--- src/rtl/i2s_tx_sequencer.sv ---
// I2S transmit sequencer: divides clk into BCLK/LRCK, strobes load/shift for a
// downstream 32-bit MSB-first shift register and double-buffers one L/R pair.
module i2s_tx_sequencer #(
  parameter int unsigned HALF_DIV = 4
) (
  input  logic        clk,
  input  logic        reset,
  input  logic [15:0] in_l,
  input  logic [15:0] in_r,
  input  logic        in_valid,
  output logic        in_ready,
  output logic        bclk,
  output logic        lrck,
  output logic        load,
  output logic        shift,
  output logic [31:0] word,
  output logic        frame_start,
  output logic        underrun
);

  localparam logic [7:0] DIV_LAST = 8'(HALF_DIV - 1);

  typedef enum logic {BUF_EMPTY, BUF_FULL} buf_state_e;

  buf_state_e  buf_state_q, buf_state_d;
  logic [7:0]  div_cnt_q, div_cnt_d;
  logic [4:0]  bit_cnt_q, bit_cnt_d;
  logic        bclk_q, bclk_d;
  logic        lrck_q, lrck_d;
  logic        load_q, load_d;
  logic        shift_q, shift_d;
  logic        frame_start_q, frame_start_d;
  logic        underrun_q, underrun_d;
  logic [31:0] word_q, word_d;
  logic [15:0] buf_l_q, buf_l_d;
  logic [15:0] buf_r_q, buf_r_d;
  logic [15:0] active_r_q, active_r_d;

  logic div_wrap, fall_tick, load_tick, left_load, accept;

  always_ff @(posedge clk) begin
    if (reset) begin
      buf_state_q   <= BUF_EMPTY;
      div_cnt_q     <= '0;
      bit_cnt_q     <= '1;
      bclk_q        <= 1'b0;
      lrck_q        <= 1'b1;
      load_q        <= 1'b0;
      shift_q       <= 1'b0;
      frame_start_q <= 1'b0;
      underrun_q    <= 1'b0;
      word_q        <= '0;
      buf_l_q       <= '0;
      buf_r_q       <= '0;
      active_r_q    <= '0;
    end else begin
      buf_state_q   <= buf_state_d;
      div_cnt_q     <= div_cnt_d;
      bit_cnt_q     <= bit_cnt_d;
      bclk_q        <= bclk_d;
      lrck_q        <= lrck_d;
      load_q        <= load_d;
      shift_q       <= shift_d;
      frame_start_q <= frame_start_d;
      underrun_q    <= underrun_d;
      word_q        <= word_d;
      buf_l_q       <= buf_l_d;
      buf_r_q       <= buf_r_d;
      active_r_q    <= active_r_d;
    end
  end

  always_comb begin
    div_wrap  = (div_cnt_q == DIV_LAST);
    fall_tick = div_wrap && bclk_q;
    load_tick = fall_tick && (bit_cnt_q == 5'd0);
    left_load = load_tick && !lrck_q;
    accept    = in_valid && (buf_state_q == BUF_EMPTY);

    div_cnt_d     = div_wrap ? '0 : div_cnt_q + 8'd1;
    bclk_d        = bclk_q ^ div_wrap;
    bit_cnt_d     = fall_tick ? bit_cnt_q + 5'd1 : bit_cnt_q;
    lrck_d        = lrck_q ^ (fall_tick && (bit_cnt_q == 5'd31));
    load_d        = load_tick;
    shift_d       = fall_tick && !load_tick;
    frame_start_d = left_load;
    underrun_d    = left_load && (buf_state_q == BUF_EMPTY);

    buf_state_d = buf_state_q;
    word_d      = word_q;
    buf_l_d     = buf_l_q;
    buf_r_d     = buf_r_q;
    active_r_d  = active_r_q;

    if (left_load) begin
      if (buf_state_q == BUF_FULL) begin
        word_d      = {buf_l_q, 16'h0000};
        active_r_d  = buf_r_q;
        buf_state_d = BUF_EMPTY;
      end else begin
        word_d     = '0;
        active_r_d = '0;
      end
    end else if (load_tick) begin
      word_d = {active_r_q, 16'h0000};
    end

    // Acceptance is only possible when empty, so it never collides with the
    // full-buffer drain above; an acceptance during an underrun load lands after it.
    if (accept) begin
      buf_l_d     = in_l;
      buf_r_d     = in_r;
      buf_state_d = BUF_FULL;
    end
  end

  assign in_ready    = (buf_state_q == BUF_EMPTY);
  assign bclk        = bclk_q;
  assign lrck        = lrck_q;
  assign load        = load_q;
  assign shift       = shift_q;
  assign word        = word_q;
  assign frame_start = frame_start_q;
  assign underrun    = underrun_q;

endmodule

--- config.mk ---
export PLATFORM = sky130hd
export DESIGN_NAME = i2s_tx_sequencer
export DESIGN_NICKNAME = d
export VERILOG_FILES = /design/src/rtl/i2s_tx_sequencer.sv
export SDC_FILE = /design/constraint.sdc
export NUM_CORES = 1
export LEC_CHECK = 0
export CAP_MARGIN = 20
export CORE_UTILIZATION = 46
export CTS_CLUSTER_DIAMETER = 120
export DETAILED_ROUTE_END_ITERATION = 16
export PLACE_DENSITY = 0.83
export SYNTH_ARGS = -nofsm -noshare
export SYNTH_HDL_FRONTEND = slang
export SYNTH_SLANG_ARGS = --single-unit
--- constraint.sdc ---
create_clock -name clk -period 2.2 [get_ports clk]
set_input_delay 0.33 -clock clk [delete_from_list [all_inputs] [get_ports clk]]
set_output_delay 0.33 -clock clk [all_outputs]
set_load 0.005 [all_outputs]
Word level (Yosys, flattened, before mapping)
Index checks and enable logic that the tools add are counted.
{"block": "totals", "register_bits": 100, "input_bits": 35, "out_inout_bits": 39, "wordCells": 39}
{"block": "classes", "n_addsub": 2, "eq_ne": 2, "mux": 6, "bitwise_logic": 3, "reduce_logical": 13}
{"cell": "$mux 32", "count": 3}
{"cell": "$mux 16", "count": 1}
{"cell": "$add 8x1->8 const B", "count": 1}
{"cell": "$eq 8x2->1 const B", "count": 1}
{"cell": "$logic_and 1x1->1", "count": 7}
{"cell": "$add 5x1->5 const B", "count": 1}
{"cell": "$eq 5x5->1 const B", "count": 1}
{"cell": "$logic_not 5->1", "count": 1}
{"cell": "$reduce_bool 2->1", "count": 2}
{"cell": "$logic_not 1->1", "count": 2}
{"cell": "$mux 1", "count": 2}
{"cell": "$reduce_or 2->1", "count": 1}
{"cell": "$xor 1x1->1", "count": 2}
{"cell": "$not 1->1", "count": 1}

Longest topological paths before layout
Gate-level depths: netlist of the first run.
{"block": "depth", "depth_word": 6, "mapped_depth": 10, "ltp_nobuf": 7}

Worst setup path before layout of the first run
No wires, ideal clock.
{"block": "synth_path", "path_type": "register to register", "start": "reg div_cnt_q[0]", "end": "reg active_r_q[12]", "setup_time_ps": 70, "arrival_ps": 2313, "t_required_ps": 2130, "path_slack_ps": -183, "path_stages_with_launch": 11, "n_path_buf": 3, "period_less_slack_ps": 2383, "cell_sequence": "dfxtp_1 ha_1 or4b_4 nor4_1 ha_1 buf_2 nor2b_1 clkbuf_1 buf_2 nand4_1 a21oi_1"}
{"block": "synth_via", "elab_chain_cells": 4}
{"element": "start: declaration", "line": "26", "source": "logic [7:0] div_cnt_q, div_cnt_d;"}
{"element": "start signal: assignment", "line": "58", "source": "div_cnt_q <= div_cnt_d;"}
{"element": "$eq 8x2->1", "line": "74", "source": "div_wrap = (div_cnt_q == DIV_LAST);"}
{"element": "$logic_and 1x1->1", "line": "75", "source": "fall_tick = div_wrap && bclk_q;"}
{"element": "named net fall_tick", "line": "39", "source": "logic div_wrap, fall_tick, load_tick, left_load, accept;"}
{"element": "$logic_and 1x1->1", "line": "76", "source": "load_tick = fall_tick && (bit_cnt_q == 5'd0);"}
{"element": "$logic_and 1x1->1", "line": "77", "source": "left_load = load_tick && !lrck_q;"}
{"element": "end signal: assignment", "line": "69", "source": "active_r_q <= active_r_d;"}
{"element": "end: declaration", "line": "37", "source": "logic [15:0] active_r_q, active_r_d;"}
The timed path passes the listed nets, and every way through them passes these cells.
A chain may end at the register's enable or synchronous reset.

Final worst setup path of the first run
{"block": "layout_path", "start": "reg div_cnt_q[0]", "end": "reg active_r_q[1]"}
The elaborated chain is that of the path after synthesis.

==> summary.txt, run 1 <==
Run status
  • Status: finished clean

Floorplanning
  • Ports: 74
  • Initial Util: 48.0%
  • Die area: 0.00800 mm^2
  • Core Area: 0.00733 mm^2
  • Die Height: 89.4 um
  • # rows: 31
  • Die Width: 89.4 um

Logic synthesis
  • Synth Flop Type: dfxtp_1
  • Post-Syn Area: 0.00352 mm^2
  • Ys Warns: 0
  • Post-synth cell types: 31
  • Synthesized instance count: 413
  • Yosys top cell area share: 47.8%
  • Sequential-to-total area share from yosys stat: 47.8%
  • Most frequent cell after synthesis: a21oi_1
  • Commonest cells post-synth: 86 x a21oi_1, 84 x dfxtp_1, 71 x nand2_1
  • Synth top area cells: dfxtp_1 48%, a21oi_1 12%, nand2_1 7.6%, a311oi_1 4.0%, and3b_1 4.0%
  • Post-synth EDFFs: 0
  • Synth Area per Inst: 8.51 um^2
  • Asr flop ratio synth: 0%
  • Cell accounting for the most synthesized area: dfxtp_1
  • #FFs+latches synth: 84

Cells and area
  • Final-layout fill cell count: 623
  • Area grow syn2layout: 25.1%
  • Nets: 500
  • Fraction of layout cells with a size suffix above 1: 9.89%
  • Inserted Diodes: 0
  • Final Core Density: 60.0%
  • Reg area: 0.00169 mm^2
  • Area of the multi-input gates: 0.00165 mm^2

Critical path
  • WP data arrival: 2.37 ns
  • Critical path type: reg2reg
  • CP Max Fanout: 17
  • WP data required: 2.40 ns
  • CP endpoint kind: register
  • Startpoint types: register

Timing
  • Final setup fails: 0
  • Minimum clock period: 2.16 ns
  • RSZ-0062 raised after global routing: true
  • Max Clock Freq: 462 MHz
  • Clk_skew: 0.00923 ns
  • Normalized max-slew margin: 54.8%
  • Final hold vios: 0
  • Final Max Tran Viols: 0
  • Worst Tran Pin Value: 0.678 ns
  • Final period util: 98.3%
  • Hold WS: 0.342 ns
  • Final WS setup: 0.0370 ns

Power and ir drop
  • Static Leak: 1.65 nW
  • PwrDens: 654 mW/mm^2
  • IR drop worst, VDD: 403 uV

Placed design
  • IO buf count: 57
  • Final HPWL DP: 5.21 mm
  • Worst slack at placement: -0.0245 ns
  • GP Congestion: 0.799

Clocking
  • Hold_buf cts: 0
  • Max clock buf depth: 2
  • CTS tree: yes
  • Clock sink count: 84
  • Root buffer cell: clkbuf_8
  • Worst-Skew Late Latency: 0.35 ns
  • H-tree levels: 3
  • Clock Pin Slew Worst Setup and Hold Paths: 0.08 ns
  • Clock buffer count from CTS: 9

Routing
  • Total vias in the final route: 3022
  • Vias per cell: 5.36
  • DR iter-0 viols: 262
  • DRC violations left: 0
  • Post-DRT Antenna Nets: 0
  • Final wirelength: 7.84 mm
  • Wire per inst: 13.9 um
  • DRT Pass-1 Iters: 7

Global routing
  • GRT Residual Overflow: 0
  • Largest net degree at the start of global routing: 69
  • Total GRT Usage: 20.7%
  • Antenna violations before repair: 0
  • First-pass GRT wire length: 12.7 mm
  • Number of global-route vias before repair: 2701

Hold path
  • Worst Hold Class: in2reg

Job
  • Maxcap violations: 0
cell usage in the layout (no fill, tap or decap), types with 5 or more instances in the layout:
master	instances
buf_4	14
clkbuf_8	12
inv_1	5
o21ai_1	10
clkdlybuf4s50_1	56
nand4_1	18
a311oi_1	16
conb_1	16
and3_1	5
a21oi_1	84
nor2_1	6
o21ai_0	12
and3b_1	16
nand2_1	71
dfxtp_1	82
flip-flops by register name, summed over array words and instances (netlist names):
name         flops
active_r_q      16
frame_start      1
lrck             1
div_cnt_q        8
buf_l_q         16
buf_r_q         16
load             1
word            16
underrun         1
shift            1
bit_cnt_q        5
buf_state_q      1
bclk             1
kinds of logic after synthesis:
family | after synthesis | share of synthesized area [%]
and+or+nand+nor | 132 | 19.8
AOI/OAI and AO/OA | 126 | 20.4
DFF | 84 | 47.8
buffers and inverters | 59 | 8.58
adders and majority gates | 5 | 1.78
xor gates and xnor gates | 5 | 1.25
other | 1 | 0.107
muxes | 1 | 0.285
worst max-delay path: stages (launching register included):
cell,delay (ns)
dfxtp_4,0.37
ha_4,0.12
or4b_4,0.47
nor4_4,0.26
ha_4,0.21
nand2b_1,0.07
buf_4,0.20
o21ai_0,0.21
a21oi_1,0.09
layout make-up:
type                            count  share of cell area, %
Timing Repair Buffer               75                   16.7
Sequential cell                    84                   38.3
Clock inverter                      3                  0.455
Inverter                            5                  0.427
Clock buffer                       13                   3.84
Tap cell                           99                   2.82
Multi-Input combinational cell    285                   37.4
where the power goes:
part / total (W) / switching, W / internal, W
clock network: 0.00104 / 0.000536 / 0.000502
registers: 0.00160 / 0.0000383 / 0.00157
logic: 0.000236 / 0.000117 / 0.000119
repair_timing:
item                                   CTS  global route
endpoints found under the hold margin    0             0
buffers inserted                         0             2
pin swaps                                1             9
setup endpoints to repair                6            34
gates cloned                             1             1
resized for setup                        5            15
final timing paths:
path | from | end | slack (ns) | cells after the start
setup reg to reg | div_cnt_q[0] | active_r_q[1] | 0.04 | 8
hold reg to reg | div_cnt_q[0] | div_cnt_q[0] | 0.45 | 1
hold / removal | reset | bit_cnt_q[0] | 0.34 | 3
setup / recovery | div_cnt_q[0] | active_r_q[1] | 0.04 | 8
stage by stage:
stage,cell area [um^2],power [W],std cells,setup TNS (ns)
2_1_floorplan,3590,0.00177,428,0
3_3_place_gp,4110,0.00185,544,0
3_5_place_dp,4110,0.00186,544,-0.0327
4_1_cts,4320,0.00288,561,0
5_1_grt,4400,0.00300,564,-0.0491
6_report,4400,0.00288,564,0
per-layer routing:
| metal | GRT usage (%) | vias up | routed length [um] |
|---|---|---|---|
| met5 | 0 | - | 0 |
| met4 | 7.65 | 0 | 121 |
| met3 | 3.42 | 18 | 372 |
| met2 | 34.9 | 89 | 3920 |
| met1 | 26.8 | 1403 | 3420 |
| li1 | - | 1512 | - |
(Power assumes the default switching activity.)
==> inputs of run 2 (changes only) <==
--- a/config.mk
+++ b/config.mk
@@ -8,8 +8,10 @@
 export CAP_MARGIN = 20
 export CORE_UTILIZATION = 46
 export CTS_CLUSTER_DIAMETER = 120
+export CTS_CLUSTER_SIZE = 20
 export DETAILED_ROUTE_END_ITERATION = 16
 export PLACE_DENSITY = 0.83
 export SYNTH_ARGS = -nofsm -noshare
 export SYNTH_HDL_FRONTEND = slang
 export SYNTH_SLANG_ARGS = --single-unit
+export TNS_END_PERCENT = 20
==> summary.txt, run 2 (synthesized netlist as in run 1, its figures left out) <==
Run status
  • Status: finished clean

Critical path
  • Slowest cell on crit path: or4b_4
  • Cell family with most CP delay: simple AND/OR/NAND/NOR gates
  • Startpoint types: register
  • Cell breakdown of the critical path: ha_4 > or4b_4 > nor4_4 > ha_4 > nand2b_1 > buf_4 > o21ai_0 > a21oi_1
  • WP data arrival: 2.31 ns
  • Critical path type: reg2reg
  • Reg2reg end: active_r_q[1]
  • R2R setup slack: 0.09 ns
  • Worst R2R Start: div_cnt_q[0]
  • CP endpoint kind: register
  • Most used cell, CP: ha_4
  • CP bufs+invs: 1
  • CP Capture Point: active_r_q[1]
  • CP max stage delay: 0.49 ns
  • Worst Reg-to-Reg Cells: 8
  • WP data required: 2.40 ns
  • Logic depth of the worst path, buffers included: 8
  • CP startpoint: div_cnt_q[0]
  • CP Max Fanout: 17

Timing
  • Final WS setup: 0.0900 ns
  • Normalized max-slew margin: 54.9%
  • Final hold vios: 0
  • Max Clock Freq: 474 MHz
  • RSZ-0062 raised after global routing: false
  • Final setup fails: 0
  • Final period util: 95.9%
  • Final Max Tran Viols: 0
  • Clk_skew: 0.00874 ns
  • Worst Tran Pin Value: 0.676 ns
  • Fin Setup TNS: 0 ns
  • Minimum clock period: 2.11 ns

Clocking
  • Clock buffer count from CTS: 9
  • Worst-Skew Late Latency: 0.35 ns
  • Clock Pin Slew Worst Setup and Hold Paths: 0.08 ns
  • Hold_buf cts: 0
  • Clock sink count: 84
  • Root buffer cell: clkbuf_8
  • Setup Buffers After CTS: 0
  • Max clock buf depth: 2
  • H-tree levels: 3
  • CTS tree: yes

Routing
  • Vias per cell: 5.33
  • Post-DRT Antenna Nets: 0
  • DRT Pass-1 Iters: 4
  • Total vias in the final route: 2990
  • DR iter-0 viols: 215
  • Final wirelength: 7.68 mm
  • Wire per inst: 13.7 um
  • DRC violations left: 0

Global routing
  • Largest net degree at the start of global routing: 69
  • First-pass GRT wire length: 12.6 mm
  • GRT Residual Overflow: 0
  • Number of global-route vias before repair: 2677
  • Total GRT Usage: 20.5%
  • Antenna violations before repair: 0

Placed design
  • Final HPWL DP: 5.21 mm
  • Worst slack at placement: -0.0245 ns
  • IO buf count: 57
  • GP Congestion: 0.799

Cells and area
  • Fraction of layout cells with a size suffix above 1: 9.31%
  • Inserted Diodes: 0
  • Area of the multi-input gates: 0.00165 mm^2
  • Nets: 497
  • Commonest non-fill, non-tap cells in the layout: 84 x a21oi_1, 82 x dfxtp_1, 71 x nand2_1
  • Reg area: 0.00168 mm^2
  • Most common cell after layout, fill and taps aside: a21oi_1
  • Final-layout fill cell count: 628
  • Area grow syn2layout: 24.3%

Hold path
  • Worst Hold Class: in2reg

Floorplanning
  • Core Area: 0.00733 mm^2
  • Die Width: 89.4 um
  • Die area: 0.00800 mm^2
  • Initial Util: 48.0%
  • # rows: 31
  • Die Height: 89.4 um
  • Ports: 74

Job
  • Maxcap violations: 0

Power and ir drop
  • Static Leak: 1.63 nW
  • PwrDens: 657 mW/mm^2
  • IR drop worst, VDD: 399 uV
## run 2: final cells by class
| class | count | share of cell area [%] |
|---|---|---|
| Sequential cell | 84 | 38.5 |
| Multi-Input combinational cell | 285 | 37.7 |
| Timing Repair Buffer | 72 | 16.2 |
| Clock buffer | 13 | 3.87 |
| Tap cell | 99 | 2.84 |
| Clock inverter | 3 | 0.458 |
| Inverter | 5 | 0.430 |
## run 2: per-layer routing
layer	track usage [%]	vias to the layer above	wire, um
li1	-	1513	-
met1	26.4	1369	3340
met2	34.6	100	3820
met3	3.42	8	469
met4	7.50	0	55
met5	0	-	0
## run 2: worst min path at each step
stage | startpoint | slack [ns] | cells after the start | to
finish | reset | 0.34 | 3 | bit_cnt_q[0]
global route | reset | 0.36 | 3 | bit_cnt_q[3]
CTS | reset | 0.32 | 3 | bit_cnt_q[0]
detailed placement | div_cnt_q[0] | 0.45 | 1 | div_cnt_q[0]
global placement | div_cnt_q[0] | 0.43 | 1 | div_cnt_q[0]
floorplan | div_cnt_q[0] | 0.42 | 1 | div_cnt_q[0]
## run 2: per-stage QoR
| stage | hold WS [ns] | total power (W) | std cells | utilization [%] | instance area, um^2 |
|---|---|---|---|---|---|
| 3_3_place_gp | 0.433 | 0.00185 | 544 | 56.0 | 4110 |
| 4_1_cts | 0.323 | 0.00288 | 560 | 58.8 | 4310 |
| 2_1_floorplan | 0.420 | 0.00177 | 428 | - | 3590 |
| 3_5_place_dp | 0.445 | 0.00186 | 544 | 56.0 | 4110 |
| 5_1_grt | 0.364 | 0.00299 | 561 | 59.6 | 4370 |
| 6_report | 0.344 | 0.00287 | 561 | 59.6 | 4370 |
## run 2: where the power goes
part / internal, W / total (W) / switching (W)
registers: 0.00157 / 0.00160 / 0.0000376
clock network: 0.000502 / 0.00104 / 0.000534
logic: 0.000115 / 0.000230 / 0.000115
## run 2: worst min-delay path, delay by kind of cell
| family | cells | cell delay [ns] |
|---|---|---|
| buf+inv | 2 | 0.24 |
| simple gates | 1 | 0.10 |
## run 2: what timing repair did
| item | 4_1_cts | 5_1_grt |
|---|---|---|
| endpoints found under the hold margin | 0 | 0 |
| gates cloned | 0 | 1 |
| pin swaps | 1 | 3 |
| resized for setup | 5 | 12 |
| endpoints found under the setup margin | 6 | 32 |
